File: src/rtl/sipo_frame_receiver.sv
// -----------------------------------------------------------------------------
// sipo_frame_receiver
//
// Serial-in, parallel-out word assembler placed directly downstream of the
// PISO shift register. Bits are sampled on the shift strobe, MSB first, and
// packed into WIDTH-bit words. Each completed word is presented on a
// registered output slot with a valid/ready handshake. A word that completes
// while the slot still holds an unconsumed word is dropped and the sticky
// overrun flag is raised.
//
// Ports
//   clk         in   1      rising-edge clock
//   reset_n     in   1      asynchronous active-low reset, clears all state
//   shift       in   1      bit strobe, serial_in sampled when high
//   serial_in   in   1      serial data, first bit of a word is the MSB
//   clear       in   1      synchronous realign: drop partial word, clear overrun
//   data_out    out  WIDTH  last completed word, stable while data_valid=1
//   data_valid  out  1      data_out holds an unconsumed word
//   data_ready  in   1      consumer accepts when data_valid && data_ready
//   bit_count   out  clog2(WIDTH)  bits collected in the current partial word
//   overrun     out  1      sticky, a completed word was dropped
// -----------------------------------------------------------------------------
module sipo_frame_receiver #(
    parameter int WIDTH = 8
) (
    input  logic                     clk,
    input  logic                     reset_n,
    input  logic                     shift,
    input  logic                     serial_in,
    input  logic                     clear,
    output logic [WIDTH-1:0]         data_out,
    output logic                     data_valid,
    input  logic                     data_ready,
    output logic [$clog2(WIDTH)-1:0] bit_count,
    output logic                     overrun
);

    localparam int CW = $clog2(WIDTH);
    localparam logic [CW-1:0] LAST_CNT = CW'(WIDTH - 1);

    // Only the first WIDTH-1 bits of a word need storage: the final bit is
    // taken straight from serial_in on the completing edge.
    logic [WIDTH-2:0] partial_q, partial_d;
    logic [CW-1:0]    bit_count_q, bit_count_d;
    logic [WIDTH-1:0] data_out_q, data_out_d;
    logic             data_valid_q, data_valid_d;
    logic             overrun_q, overrun_d;

    logic             in_last;
    logic             word_done;
    logic             consume;
    logic             slot_free;
    logic [WIDTH-1:0] completed_word;

    always_comb begin
        in_last        = (bit_count_q == LAST_CNT);
        completed_word = {partial_q, serial_in};
        word_done      = shift && !clear && in_last;
        consume        = data_valid_q && data_ready;
        slot_free      = !data_valid_q || consume;

        partial_d    = partial_q;
        bit_count_d  = bit_count_q;
        data_out_d   = data_out_q;
        data_valid_d = data_valid_q;
        overrun_d    = overrun_q;

        // Assembly side: clear has priority over any bit presented this cycle.
        if (clear) begin
            partial_d   = '0;
            bit_count_d = '0;
            overrun_d   = 1'b0;
        end else if (shift) begin
            if (in_last) begin
                partial_d   = '0;
                bit_count_d = '0;
            end else begin
                partial_d   = completed_word[WIDTH-2:0];
                bit_count_d = bit_count_q + CW'(1);
            end
        end

        // Output slot: a consume frees the slot, and a word completing on the
        // same edge refills it, so valid stays high across back-to-back words.
        if (consume) begin
            data_valid_d = 1'b0;
        end
        if (word_done) begin
            if (slot_free) begin
                data_out_d   = completed_word;
                data_valid_d = 1'b1;
            end else begin
                overrun_d = 1'b1;
            end
        end
    end

    always_ff @(posedge clk or negedge reset_n) begin
        if (!reset_n) begin
            partial_q    <= '0;
            bit_count_q  <= '0;
            data_out_q   <= '0;
            data_valid_q <= 1'b0;
            overrun_q    <= 1'b0;
        end else begin
            partial_q    <= partial_d;
            bit_count_q  <= bit_count_d;
            data_out_q   <= data_out_d;
            data_valid_q <= data_valid_d;
            overrun_q    <= overrun_d;
        end
    end

    assign data_out   = data_out_q;
    assign data_valid = data_valid_q;
    assign bit_count  = bit_count_q;
    assign overrun    = overrun_q;

endmodule

File: config.mk
export PLATFORM = sky130hd
export DESIGN_NAME = sipo_frame_receiver
export DESIGN_NICKNAME = d
export VERILOG_FILES = /design/src/rtl/sipo_frame_receiver.sv
export SDC_FILE = /design/constraint.sdc
export NUM_CORES = 1
export LEC_CHECK = 0
export CELL_PAD_IN_SITES_DETAIL_PLACEMENT = 1
export CELL_PAD_IN_SITES_GLOBAL_PLACEMENT = 1
export CORE_MARGIN = 2
export CORE_UTILIZATION = 41
export CTS_BUF_LIST = sky130_fd_sc_hd__clkbuf_16
export DETAILED_ROUTE_END_ITERATION = 6
export GPL_TIMING_DRIVEN = 0
export PLACE_DENSITY_LB_ADDON = 0.1
export SLEW_MARGIN = 20
export SYNTH_ARGS = -nofsm -noshare
export SYNTH_HDL_FRONTEND = slang
export SYNTH_SLANG_ARGS = --single-unit
File: constraint.sdc
create_clock -name clk -period 2.45 [get_ports clk]
set_input_delay 0.245 -clock clk [delete_from_list [all_inputs] [get_ports clk]]
set_output_delay 0.245 -clock clk [all_outputs]
set_load 0.03 [all_outputs]
# Yosys cells after proc, flatten, opt, wreduce, memory -nomap -nowiden
# Index checks and enable logic that the tools add are counted.
# Widths: inputs -> output; s select.
# word_totals
reg_bits	20
latchBits	0
ramBits	0
mem_bits_ro	0
input_bits	6
output_inout_bits	13
n_memories	0
# classes
addsub	1
mul	0
div_mod_pow	0
order_cmp	0
eq_ne	1
n_shift	0
mux	12
n_bitwise	0
n_reduce_logical	8
# ops
operator	n
$mux 7	3
$mux 3	3
$mux 1	6
$add 3x1->3 const B	1
$eq 3x3->1 const B	1
$logic_and 1x1->1	3
$logic_not 1->1	2
$reduce_and 2->1	1
$reduce_bool 2->1	1
$logic_or 1x1->1	1

# Longest topological paths before layout
# Gate-level depths: netlist of the first run.
# depth
word_depth	4
ltp_mapped	5

# Least setup slack after synthesis of the first run
# No wires, ideal clock.
# synth_path
path_kind	reg-to-reg
from	register bit_count_q[0], in the netlist bit_count[0]
to	register data_out_q[0], in the netlist data_out[0]
arrival_ns	1.698
path_slack_ns	0.628
stages_incl_launch_ff	6
synth_period_minus_slack_ns	1.822
cell_sequence	dfrtp_1 > ha_1 > ha_1 > nand2_2 > nor3_4 > mux2_2
# synth_via
elab_chain_cells	3
# synth_lines
item	line	source
start: declaration	44	logic [CW-1:0] bit_count_q, bit_count_d;
start signal: assignment	107	bit_count_q <= bit_count_d;
$eq 3x3->1	56	in_last = (bit_count_q == LAST_CNT);
$logic_and 1x1->1	58	word_done = shift && !clear && in_last;
$reduce_and 2->1 (no line)	n/a	
end signal: assignment	108	data_out_q <= data_out_d;
end: declaration	45	logic [WIDTH-1:0] data_out_q, data_out_d;
# Every way passes these cells.
# A chain may end at the register's enable or synchronous reset.

# Worst setup path in the final report of the first run
# Ends and elaborated chain as after synthesis.

==> results of run 1 <==
==> stage by stage <==
step,power [mW],hold slack (ns),std cells
CTS,0.728,0.389,115
finish,0.719,0.382,115
floorplan,0.368,-0.0506,67
detailed placement,0.395,0.492,111
global route,0.747,0.416,115
global placement,0.393,0.488,111
==> area by class of cell <==
| class | count | area, sq um |
|---|---|---|
| flip-flops and latches | 20 | 500 |
| clock inverters | 1 | 3.75 |
| plain buffers | 3 | 13.8 |
| multi-input cells | 44 | 338 |
| repair buffers | 17 | 170 |
| clock buffers | 3 | 75.1 |
| fillers | 224 | 827 |
| well taps | 27 | 33.8 |
==> logic make-up (layout without fill, tap and decap cells) <==
logic type | after synthesis | count (layout) | share of synthesized area (%)
and+or+nand+nor | 22 | 22 | 16.9
DFF | 20 | 20 | 58.7
muxes | 11 | 11 | 14.1
AOI/OAI and AO/OA | 9 | 9 | 5.73
buffers and inverters | 3 | 24 | 1.61
adders and majority gates | 2 | 2 | 2.94
==> power groups by stage <==
stage / Clock, mW / Combinational, mW / Sequential [mW]
global placement: 0 / 0.0477 / 0.345
floorplan: 0 / 0.0171 / 0.351
detailed placement: 0 / 0.0496 / 0.345
global route: 0.353 / 0.0537 / 0.340
CTS: 0.338 / 0.0499 / 0.340
finish: 0.331 / 0.0479 / 0.340
==> layout by cell type, fill, tap and decap left out <==
cell type,count
nor2_1,5
nor2b_1,1
clkinv_1,1
clkbuf_16,3
o21bai_1,1
nand2b_1,7
a21oi_1,7
clkbuf_1,1
nor3_4,1
clkdlybuf4s50_1,17
ha_1,2
a31oi_1,1
dfrtp_1,20
mux2_2,8
nand3b_1,7
nand2_2,1
buf_2,2
mux2i_1,3
==> worst max-delay path, cell delays in order, from the launching register on <==
cell and delay [ns]:
dfrtp_1 0.38, ha_1 0.17, ha_1 0.32, nand2_2 0.12
nor3_4 0.35, mux2_2 0.38
==> flip-flops by register name (all words and copies together), names as in the netlist <==
| name | flops |
|---|---|
| data_out | 8 |
| partial_q | 7 |
| bit_count | 3 |
| data_valid | 1 |
| overrun | 1 |
==> path summary, 6_finish.rpt <==
check / end / slack [ns]
worst min register to register: overrun / 0.50
worst min-delay path: data_valid / 0.38
min in group asynchronous: partial_q[1] / 0.50
max in group asynchronous: data_out[6] / 1.42
worst max-delay path: data_out[0] / 0.61
worst max register to register: data_out[0] / 0.61
==> routing by layer <==
metal / part of all wire (%) / GRT usage [%] / routed length (um) / vias up
met3: 3.4 / 2.73 / 57 / 3
met5: 0 / 0 / 0 / -
met1: 42 / 17.3 / 701 / 299
li1: - / - / - / 276
met2: 53 / 30.2 / 887 / 14
met4: 1.3 / 6.94 / 21 / 0
==> impl_metrics.prom, run 1 <==
# TYPE chip_impl_metric gauge
chip_impl_info{name="critPathCaptureType",value="register"} 1
chip_impl_metric{name="synth_fp_nets",unit=""} 75
chip_impl_metric{name="cts.path.max_buffers",unit=""} 2
chip_impl_metric{name="worst_setup_skew_after_layout",unit="ns"} 0.00389
chip_impl_metric{name="timing.reg2reg.worst_path_depth",unit=""} 5
chip_impl_metric{name="syn_area",unit="sq um"} 852
chip_impl_metric{name="ioPinCount",unit=""} 19
chip_impl_metric{name="dieArea",unit="sq um"} 2460
chip_impl_metric{name="tightestPinTransition",unit="ns"} 0.875
chip_impl_metric{name="path_max_fanout",unit=""} 10
chip_impl_info{name="outcome",value="completed"} 1
chip_impl_info{name="startpoint",value="bit_count[0]"} 1
chip_impl_metric{name="syn-instance-count",unit=""} 67
chip_impl_metric{name="die_h",unit="um"} 49.6
chip_impl_metric{name="switching_power",unit="uW"} 146
chip_impl_info{name="grt_setup_unrepaired",value="no"} 1
chip_impl_info{name="cts.root.buffer_cell",value="clkbuf_16"} 1
chip_impl_metric{name="min_period_over_period",unit="%"} 75.2
chip_impl_info{name="setup.worst_path.class",value="reg2reg"} 1
chip_impl_metric{name="detailedPlace.worstSlack",unit="ns"} 0.562
chip_impl_metric{name="area_growth_syn_to_layout",unit="%"} 33.2
chip_impl_metric{name="dr.first_iter.drc_count",unit=""} 5
chip_impl_metric{name="postCtsSetupRepairBufs",unit=""} 0
chip_impl_metric{name="clock_insertion_delay_worst_skew",unit="ns"} 0.25
chip_impl_info{name="reg2reg_from",value="bit_count[0]"} 1
chip_impl_metric{name="finalInstanceArea",unit="sq um"} 1130
chip_impl_metric{name="dr_total_vias",unit=""} 592
chip_impl_metric{name="port-buffer-count",unit=""} 17
chip_impl_metric{name="yosys.cell_types.count",unit=""} 15
chip_impl_metric{name="dr.pass1.iters",unit=""} 2
chip_impl_metric{name="slew_headroom",unit="%"} 41.5
chip_impl_metric{name="path_clk_slew",unit="ns"} 0.05
chip_impl_metric{name="synth_largest_type_area_fraction",unit="%"} 58.7
chip_impl_metric{name="post_cts_resize_count",unit=""} 0
chip_impl_info{name="worst_hold_path_type",value="in2reg"} 1
chip_impl_metric{name="synth_enable_flop_cells",unit=""} 0
chip_impl_metric{name="power.internal",unit="uW"} 572
chip_impl_metric{name="post_route_cells_drive_above_1_share",unit="%"} 17.0
chip_impl_metric{name="yosys_warnings",unit=""} 0
chip_impl_metric{name="finalWirelength",unit="mm"} 1.67
chip_impl_metric{name="seq_power_share",unit="%"} 47.3
chip_impl_metric{name="critPathArrivalTime",unit="ns"} 1.97
chip_impl_metric{name="p_comb_share",unit="%"} 6.7
chip_impl_metric{name="vdd_ir_drop_max",unit="mV"} 0.411
chip_impl_info{name="netlist_top_cells_area",value="dfrtp_1 (59%), mux2_2 (11%), nand3b_1 (6.2%)"} 1
chip_impl_metric{name="finalSetupTns",unit="ns"} 0
chip_impl_metric{name="synth_sequential_area_ratio",unit="%"} 58.7
chip_impl_info{name="synth_top_cells_by_count",value="dfrtp_1 (20), mux2_2 (8), a21oi_1 (7), nand2b_1 (7), nand3b_1 (7)"} 1
chip_impl_metric{name="utilization",unit="%"} 57.8
chip_impl_metric{name="share_clk_of_total_power",unit="%"} 46.1
chip_impl_info{name="tritoncts_clock_tree",value="done"} 1
chip_impl_metric{name="initial_core_util",unit="%"} 43.4
chip_impl_metric{name="final.min_clock_period",unit="ns"} 1.84
chip_impl_metric{name="cp_data_required_time",unit="ns"} 2.58
chip_impl_metric{name="number_of_antenna_violations_at_the_first_check_in_global_routing",unit=""} 0
chip_impl_metric{name="cts.sinks",unit=""} 20
chip_impl_info{name="critPathLaunchType",value="register"} 1
chip_impl_metric{name="cts.hold.buffers_added",unit=""} 0
chip_impl_metric{name="post_dp_cell_area",unit="sq um"} 1060
chip_impl_metric{name="diodes",unit=""} 0
chip_impl_metric{name="avgRoutedWirePerCell",unit="um"} 14.5
chip_impl_metric{name="drv.max_cap_violation_count",unit=""} 0
chip_impl_info{name="ys_dominant_reg_cell",value="dfrtp_1"} 1
chip_impl_metric{name="hold_violations",unit=""} 0
chip_impl_metric{name="postSynthAreaPerCell",unit="sq um"} 12.7
chip_impl_metric{name="cts-buffers-inserted",unit=""} 3
chip_impl_metric{name="gpl.final_weighted_congestion",unit=""} 0.714
chip_impl_metric{name="post-dp-hpwl",unit="mm"} 1.19
chip_impl_metric{name="grt_pass1_wl",unit="mm"} 2.93
chip_impl_metric{name="grt_max_degree",unit=""} 21
chip_impl_info{name="hold_path_startpoint",value="shift"} 1
chip_impl_metric{name="globalRouteOverflowTotal",unit=""} 0
chip_impl_metric{name="fmax",unit="MHz"} 543
chip_impl_metric{name="worst_slack_setup_final",unit="ns"} 0.608
chip_impl_info{name="synth_top_cell_by_area",value="dfrtp_1"} 1
chip_impl_metric{name="final_nets",unit=""} 97
chip_impl_metric{name="synth.ff_latch_count",unit=""} 20
chip_impl_metric{name="ant_nets",unit=""} 0
chip_impl_metric{name="all_layer_gr_usage",unit="%"} 16.0
chip_impl_metric{name="netSwitchingFraction",unit="%"} 20.4
chip_impl_metric{name="postSynth.asyncResetShare",unit="%"} 100
chip_impl_metric{name="die-width",unit="um"} 49.6
chip_impl_metric{name="std_cell_rows",unit=""} 16
chip_impl_metric{name="finalSetupViolCount",unit=""} 0
chip_impl_metric{name="h-tree-depth",unit=""} 1
chip_impl_metric{name="cellLeakagePower",unit="nW"} 0.504
chip_impl_metric{name="drv_slew",unit=""} 0
chip_impl_metric{name="grt_pass1_vias",unit=""} 660
chip_impl_metric{name="avgViaCountPerCell",unit=""} 5.15
chip_impl_info{name="post-synth-top-count-cell",value="dfrtp_1"} 1
chip_impl_metric{name="drt_drc_violations_left",unit=""} 0
chip_impl_metric{name="power.density",unit="nW/um^2"} 633
chip_impl_metric{name="worstHoldPathCells",unit=""} 3
chip_impl_metric{name="coreArea",unit="sq um"} 1960
Note: power is estimated with default switching activity, not from simulation.
==> run 2: changes to the inputs <==
--- a/config.mk
+++ b/config.mk
@@ -8,7 +8,7 @@
 export CELL_PAD_IN_SITES_DETAIL_PLACEMENT = 1
 export CELL_PAD_IN_SITES_GLOBAL_PLACEMENT = 1
 export CORE_MARGIN = 2
-export CORE_UTILIZATION = 41
+export CORE_UTILIZATION = 38
 export CTS_BUF_LIST = sky130_fd_sc_hd__clkbuf_16
 export DETAILED_ROUTE_END_ITERATION = 6
 export GPL_TIMING_DRIVEN = 0
==> constraint.sdc (replaced) <==
create_clock -name clk -period 1.7 [get_ports clk]
set_input_delay 0.17 -clock clk [delete_from_list [all_inputs] [get_ports clk]]
set_output_delay 0.17 -clock clk [all_outputs]
set_load 0.03 [all_outputs]
==> run 2 against run 1 <==
  * Via count is 1.2% higher
  * Die area rose by 7.2%
  * Combinational power up 49%
  * Cell area up 6.6%
  * Final cell count rose by 1.7%
  * Critical path type unchanged
  * Critical endpoint unchanged
==> impl_metrics.prom, run 2 (same netlist as run 1, synthesis figures left out) <==
# TYPE chip_impl_metric gauge
chip_impl_metric{name="die-width",unit="um"} 51.4
chip_impl_metric{name="finalSetupTns",unit="ns"} 0
chip_impl_metric{name="path_max_fanout",unit=""} 10
chip_impl_info{name="critPathCaptureType",value="register"} 1
chip_impl_info{name="tritoncts_clock_tree",value="done"} 1
chip_impl_metric{name="final_nets",unit=""} 98
chip_impl_metric{name="worst_setup_skew_after_layout",unit="ns"} 0.00264
chip_impl_metric{name="die_h",unit="um"} 51.4
chip_impl_metric{name="final.hold.worst_slack",unit="ns"} 0.308
chip_impl_metric{name="globalRouteOverflowTotal",unit=""} 0
chip_impl_metric{name="number_of_antenna_violations_at_the_first_check_in_global_routing",unit=""} 0
chip_impl_metric{name="drv.max_cap_violation_count",unit=""} 0
chip_impl_metric{name="post_cts_resize_count",unit=""} 0
chip_impl_metric{name="final.min_clock_period",unit="ns"} 1.57
chip_impl_metric{name="fmax",unit="MHz"} 638
chip_impl_metric{name="tightestPinTransition",unit="ns"} 0.909
chip_impl_metric{name="largest_register_ffs",unit=""} 8
chip_impl_metric{name="coreArea",unit="sq um"} 2170
chip_impl_metric{name="cts.path.max_buffers",unit=""} 2
chip_impl_metric{name="cts-buffers-inserted",unit=""} 3
chip_impl_metric{name="drt_drc_violations_left",unit=""} 0
chip_impl_metric{name="critPathArrivalTime",unit="ns"} 1.70
chip_impl_metric{name="dr.first_iter.drc_count",unit=""} 4
chip_impl_metric{name="report.power.total",unit="mW"} 1.21
chip_impl_metric{name="finalInstanceArea",unit="sq um"} 1210
chip_impl_info{name="most-common-layout-cells",value="dfrtp_1 (18), clkdlybuf4s50_1 (17), mux2_2 (8)"} 1
chip_impl_info{name="commonest_non_fill_non_tap_cell_in_the_layout",value="dfrtp_1"} 1
chip_impl_metric{name="h-tree-depth",unit=""} 1
chip_impl_metric{name="finalWirelength",unit="mm"} 1.76
chip_impl_metric{name="dieArea",unit="sq um"} 2640
chip_impl_metric{name="drv_slew",unit=""} 0
chip_impl_metric{name="grt_pass1_wl",unit="mm"} 3.11
chip_impl_metric{name="min_period_over_period",unit="%"} 92.2
chip_impl_metric{name="hold_violations",unit=""} 0
chip_impl_metric{name="post_route_cells_drive_above_1_share",unit="%"} 23.6
chip_impl_metric{name="dr.pass1.iters",unit=""} 4
chip_impl_metric{name="postCtsSetupRepairBufs",unit=""} 1
chip_impl_metric{name="cts.sinks",unit=""} 20
chip_impl_info{name="cts.root.buffer_cell",value="clkbuf_16"} 1
chip_impl_metric{name="cellLeakagePower",unit="nW"} 0.517
chip_impl_metric{name="finalSetupViolCount",unit=""} 0
chip_impl_info{name="critPathLaunchType",value="register"} 1
chip_impl_metric{name="ant_nets",unit=""} 0
chip_impl_metric{name="fillCellCount",unit=""} 236
chip_impl_metric{name="power.density",unit="nW/um^2"} 1000
chip_impl_metric{name="dr_total_vias",unit=""} 599
chip_impl_info{name="worst_hold_path_type",value="in2reg"} 1
chip_impl_metric{name="slew_headroom",unit="%"} 39.2
chip_impl_metric{name="ioPinCount",unit=""} 19
chip_impl_metric{name="port-buffer-count",unit=""} 17
chip_impl_metric{name="cts.hold.buffers_added",unit=""} 0
chip_impl_metric{name="avgRoutedWirePerCell",unit="um"} 15.1
chip_impl_metric{name="all_layer_gr_usage",unit="%"} 16.2
chip_impl_metric{name="vdd_ir_drop_max",unit="mV"} 0.557
chip_impl_info{name="grt_setup_unrepaired",value="no"} 1
chip_impl_info{name="setup.worst_path.class",value="reg2reg"} 1
chip_impl_metric{name="clock_insertion_delay_worst_skew",unit="ns"} 0.25
chip_impl_metric{name="post_dp_cell_area",unit="sq um"} 1080
chip_impl_metric{name="gpl.final_weighted_congestion",unit=""} 0.678
chip_impl_metric{name="initial_core_util",unit="%"} 39.3
chip_impl_metric{name="post-dp-hpwl",unit="mm"} 1.09
chip_impl_metric{name="diodes",unit=""} 0
chip_impl_metric{name="path_clk_slew",unit="ns"} 0.06
chip_impl_metric{name="cp_data_required_time",unit="ns"} 1.84
chip_impl_metric{name="grt_pass1_vias",unit=""} 651
chip_impl_metric{name="avgViaCountPerCell",unit=""} 5.12
chip_impl_metric{name="area_growth_syn_to_layout",unit="%"} 42.0
chip_impl_metric{name="std_cell_rows",unit=""} 17
chip_impl_metric{name="grt_max_degree",unit=""} 21
chip_impl_info{name="outcome",value="completed"} 1
## run 2: final timing paths
kind / startpoint / end / slack, ns / cells after the start
setup / recovery: bit_count[0] / data_out[0] / 0.13 / 6
hold / removal: shift / data_valid / 0.31 / 3
setup reg to reg: bit_count[0] / data_out[0] / 0.13 / 6
hold reg to reg: overrun / overrun / 0.50 / 2
max in group asynchronous: reset_n / bit_count[0] / 0.65 / 1
min in group asynchronous: reset_n / data_valid / 0.43 / 1
## run 2: final cells by class
type                            count  area [sq um]  area share, %
Sequential cell                    20           503           41.6
Multi-Input combinational cell     44           363           30.0
Timing Repair Buffer               18           190           15.7
Clock buffer                        3          75.1           6.20
Tap cell                           28          35.0           2.90
Clock inverter                      1          30.0           2.48
Buffer                              3          13.8           1.14
## run 2: through the flow
stage / utilization (%) / worst slack, ns / instances
final: 55.8 / 0.133 / 117
after global routing: 55.8 / 0.0376 / 117
after CTS: 55.8 / 0.132 / 117
after detailed placement: 50.0 / -0.0643 / 112
after global placement: 50.0 / -0.0690 / 112
after floorplan: - / 0.0232 / 67
## run 2: power breakdown
group          total (mW)  leakage, nW  switching (mW)  internal [mW]
sequential          0.492        0.274         0.00791          0.484
clock               0.649       0.0511           0.182          0.467
combinational      0.0713        0.192          0.0409         0.0304
## run 2: layer usage
layer / vias to the layer above / GRT usage (%) / part of all wire, % / wire length [um]
met2: 11 / 25.5 / 48 / 841
met3: 2 / 3.80 / 2.6 / 46
li1: 275 / - / - / -
met5: - / 0 / 0 / 0
met4: 0 / 7.89 / 0.91 / 16
met1: 311 / 20.9 / 49 / 858
## run 2: worst max-delay path, stage by stage, from the launching register on
cell and delay [ns]:
dfrtp_2 0.40, ha_4 0.15, ha_4 0.18, nand2_2 0.09
nor3_4 0.15, buf_12 0.15, mux2_2 0.33
==> run 3: changes to the inputs <==
--- a/config.mk
+++ b/config.mk
@@ -11,7 +11,7 @@
 export CORE_UTILIZATION = 38
 export CTS_BUF_LIST = sky130_fd_sc_hd__clkbuf_16
 export DETAILED_ROUTE_END_ITERATION = 6
-export GPL_TIMING_DRIVEN = 0
+export GPL_TIMING_DRIVEN = 1
 export PLACE_DENSITY_LB_ADDON = 0.1
 export SLEW_MARGIN = 20
 export SYNTH_ARGS = -nofsm -noshare
==> run 3 against run 2 <==
  * Fmax increased by 1.5%
  * Final cell count increased by 2.6%
  * Clock skew about the same
  * Die area unchanged
  * Non-clock buffer count increased by 3
  * Cell area increased by 1.8%
  * Largest cell class unchanged
  * Critical path type unchanged
  * Combinational power increased by 7.3%
==> impl_metrics.prom, run 3 (same netlist as run 1, synthesis figures left out) <==
# TYPE chip_impl_metric gauge
chip_impl_metric{name="path_clk_slew",unit="ns"} 0.06
chip_impl_info{name="grt_setup_unrepaired",value="no"} 1
chip_impl_metric{name="finalSetupTns",unit="ns"} 0
chip_impl_metric{name="hold_violations",unit=""} 0
chip_impl_metric{name="grt.met2_usage",unit="%"} 25.3
chip_impl_metric{name="cts.path.max_buffers",unit=""} 2
chip_impl_info{name="cts.root.buffer_cell",value="clkbuf_16"} 1
chip_impl_metric{name="worst_setup_skew_after_layout",unit="ns"} 0.00225
chip_impl_metric{name="h-tree-depth",unit=""} 1
chip_impl_info{name="global_route.peak_usage_layer",value="met2"} 1
chip_impl_metric{name="grt_use_met3",unit="%"} 2.92
chip_impl_metric{name="gr-usage-met1",unit="%"} 22.3
chip_impl_info{name="setup.worst_path.class",value="reg2reg"} 1
chip_impl_metric{name="drv.max_cap_violation_count",unit=""} 0
chip_impl_info{name="startpoint",value="bit_count[0]"} 1
chip_impl_metric{name="post_route_cells_drive_above_1_share",unit="%"} 26.1
chip_impl_metric{name="gpl.final_weighted_congestion",unit=""} 0.662
chip_impl_metric{name="vdd_ir_drop_max",unit="mV"} 0.574
chip_impl_metric{name="port-buffer-count",unit=""} 18
chip_impl_info{name="critPathLaunchType",value="register"} 1
chip_impl_metric{name="post-dp-hpwl",unit="mm"} 1.15
chip_impl_metric{name="cts.hold.buffers_added",unit=""} 0
chip_impl_metric{name="critPathArrivalTime",unit="ns"} 1.68
chip_impl_metric{name="fillCellCount",unit=""} 227
chip_impl_metric{name="cellLeakagePower",unit="nW"} 0.535
chip_impl_info{name="most-common-layout-cells",value="dfrtp_1 (18), clkdlybuf4s50_1 (18), mux2_2 (8)"} 1
chip_impl_metric{name="dr.pass1.iters",unit=""} 4
chip_impl_metric{name="grt_pass1_wl",unit="mm"} 3.16
chip_impl_info{name="reg2reg_from",value="bit_count[0]"} 1
chip_impl_metric{name="cts.sinks",unit=""} 20
chip_impl_metric{name="final.hold.worst_slack",unit="ns"} 0.264
chip_impl_info{name="outcome",value="completed"} 1
chip_impl_metric{name="drv_slew",unit=""} 0
chip_impl_metric{name="fmax",unit="MHz"} 648
chip_impl_metric{name="power.density",unit="nW/um^2"} 983
chip_impl_metric{name="min_period_over_period",unit="%"} 90.8
chip_impl_metric{name="tightestPinTransition",unit="ns"} 0.346
chip_impl_metric{name="finalWirelength",unit="mm"} 1.73
chip_impl_metric{name="clock_insertion_delay_worst_skew",unit="ns"} 0.25
chip_impl_metric{name="grt_max_degree",unit=""} 21
chip_impl_metric{name="diodes",unit=""} 0
chip_impl_metric{name="postCtsSetupRepairBufs",unit=""} 0
chip_impl_metric{name="dr.first_iter.drc_count",unit=""} 4
chip_impl_metric{name="dr_total_vias",unit=""} 604
chip_impl_metric{name="std_cell_rows",unit=""} 17
chip_impl_metric{name="ant_nets",unit=""} 0
chip_impl_info{name="worst_hold_path_type",value="in2async"} 1
chip_impl_metric{name="dieArea",unit="sq um"} 2640
chip_impl_metric{name="final_nets",unit=""} 101
chip_impl_metric{name="initial_core_util",unit="%"} 39.3
chip_impl_metric{name="cp_data_required_time",unit="ns"} 1.84
chip_impl_metric{name="grt_pass1_vias",unit=""} 638
chip_impl_metric{name="cts-buffers-inserted",unit=""} 3
chip_impl_metric{name="finalSetupViolCount",unit=""} 0
chip_impl_metric{name="ioPinCount",unit=""} 19
chip_impl_metric{name="globalRouteOverflowTotal",unit=""} 0
chip_impl_metric{name="slew_headroom",unit="%"} 76.9
chip_impl_metric{name="post_cts_resize_count",unit=""} 0
chip_impl_info{name="tritoncts_clock_tree",value="done"} 1
chip_impl_metric{name="avgViaCountPerCell",unit=""} 5.03
chip_impl_metric{name="die_h",unit="um"} 51.4
chip_impl_metric{name="path_max_fanout",unit=""} 4
chip_impl_metric{name="all_layer_gr_usage",unit="%"} 17.0
chip_impl_metric{name="number_of_antenna_violations_at_the_first_check_in_global_routing",unit=""} 0
chip_impl_metric{name="coreArea",unit="sq um"} 2170
chip_impl_info{name="critPathCaptureType",value="register"} 1
chip_impl_metric{name="die-width",unit="um"} 51.4
chip_impl_metric{name="largest_register_ffs",unit=""} 8
chip_impl_metric{name="avgRoutedWirePerCell",unit="um"} 14.4
chip_impl_metric{name="area_growth_syn_to_layout",unit="%"} 44.5
chip_impl_metric{name="drt_drc_violations_left",unit=""} 0
chip_impl_metric{name="final.min_clock_period",unit="ns"} 1.54
-- run 3: changes by cell type in the layout (fill, tap and decap cells not counted) --
cell,delta
clkdlybuf4s50_1,+1
buf_12,-1
clkbuf_1,-1
buf_2,-2
buf_4,+6
-- run 3: final timing paths --
path,end,slack (ns),cells past startpoint
worst max-delay path,data_out[5],0.16,6
worst min-delay path,data_valid,0.26,2
worst max register to register,data_out[5],0.16,6
worst min register to register,overrun,0.50,2
max in group asynchronous,bit_count[1],1.21,2
min in group clk,overrun,0.50,2
-- run 3: layout make-up --
class	instances	area [sq um]	area share [%]
clock buffer	3	75.1	6.10
clock inverter	1	30.0	2.44
multi-input combinational	44	363	29.5
sequential	20	503	40.9
tap	28	35.0	2.85
timing repair buffer	24	225	18.3
-- run 3: report_power, final --
| part | internal (mW) | total (mW) | switching [mW] |
|---|---|---|---|
| sequential | 0.484 | 0.492 | 0.00805 |
| clock | 0.467 | 0.641 | 0.175 |
| combinational | 0.0349 | 0.0765 | 0.0415 |
-- run 3: layer usage --
layer / share of wire [%] / up-vias / routed length (um)
met3: 2.9 / 4 / 50
met2: 45 / 13 / 787
met5: 0 / - / 0
li1: - / 283 / -
met1: 49 / 304 / 840
met4: 2.9 / 0 / 51
-- run 3: metrics by stage --
stage | area (sq um) | cells | worst slack, ns | utilization (%) | power (mW)
floorplan | 880 | 67 | 0.0232 | - | 0.535
global placement | 1130 | 116 | 0.137 | 51.9 | 0.576
detailed placement | 1130 | 116 | 0.123 | 51.9 | 0.578
CTS | 1230 | 120 | 0.134 | 56.7 | 1.23
global route | 1230 | 120 | 0.0725 | 56.7 | 1.25
finish | 1230 | 120 | 0.156 | 56.7 | 1.21
-- run 3: worst max-delay path, cell delays in order (launching register included) --
cell,delay (ns)
dfrtp_2,0.40
ha_4,0.15
ha_4,0.12
nand2_2,0.06
nor3_4,0.19
buf_4,0.17
mux2_2,0.33
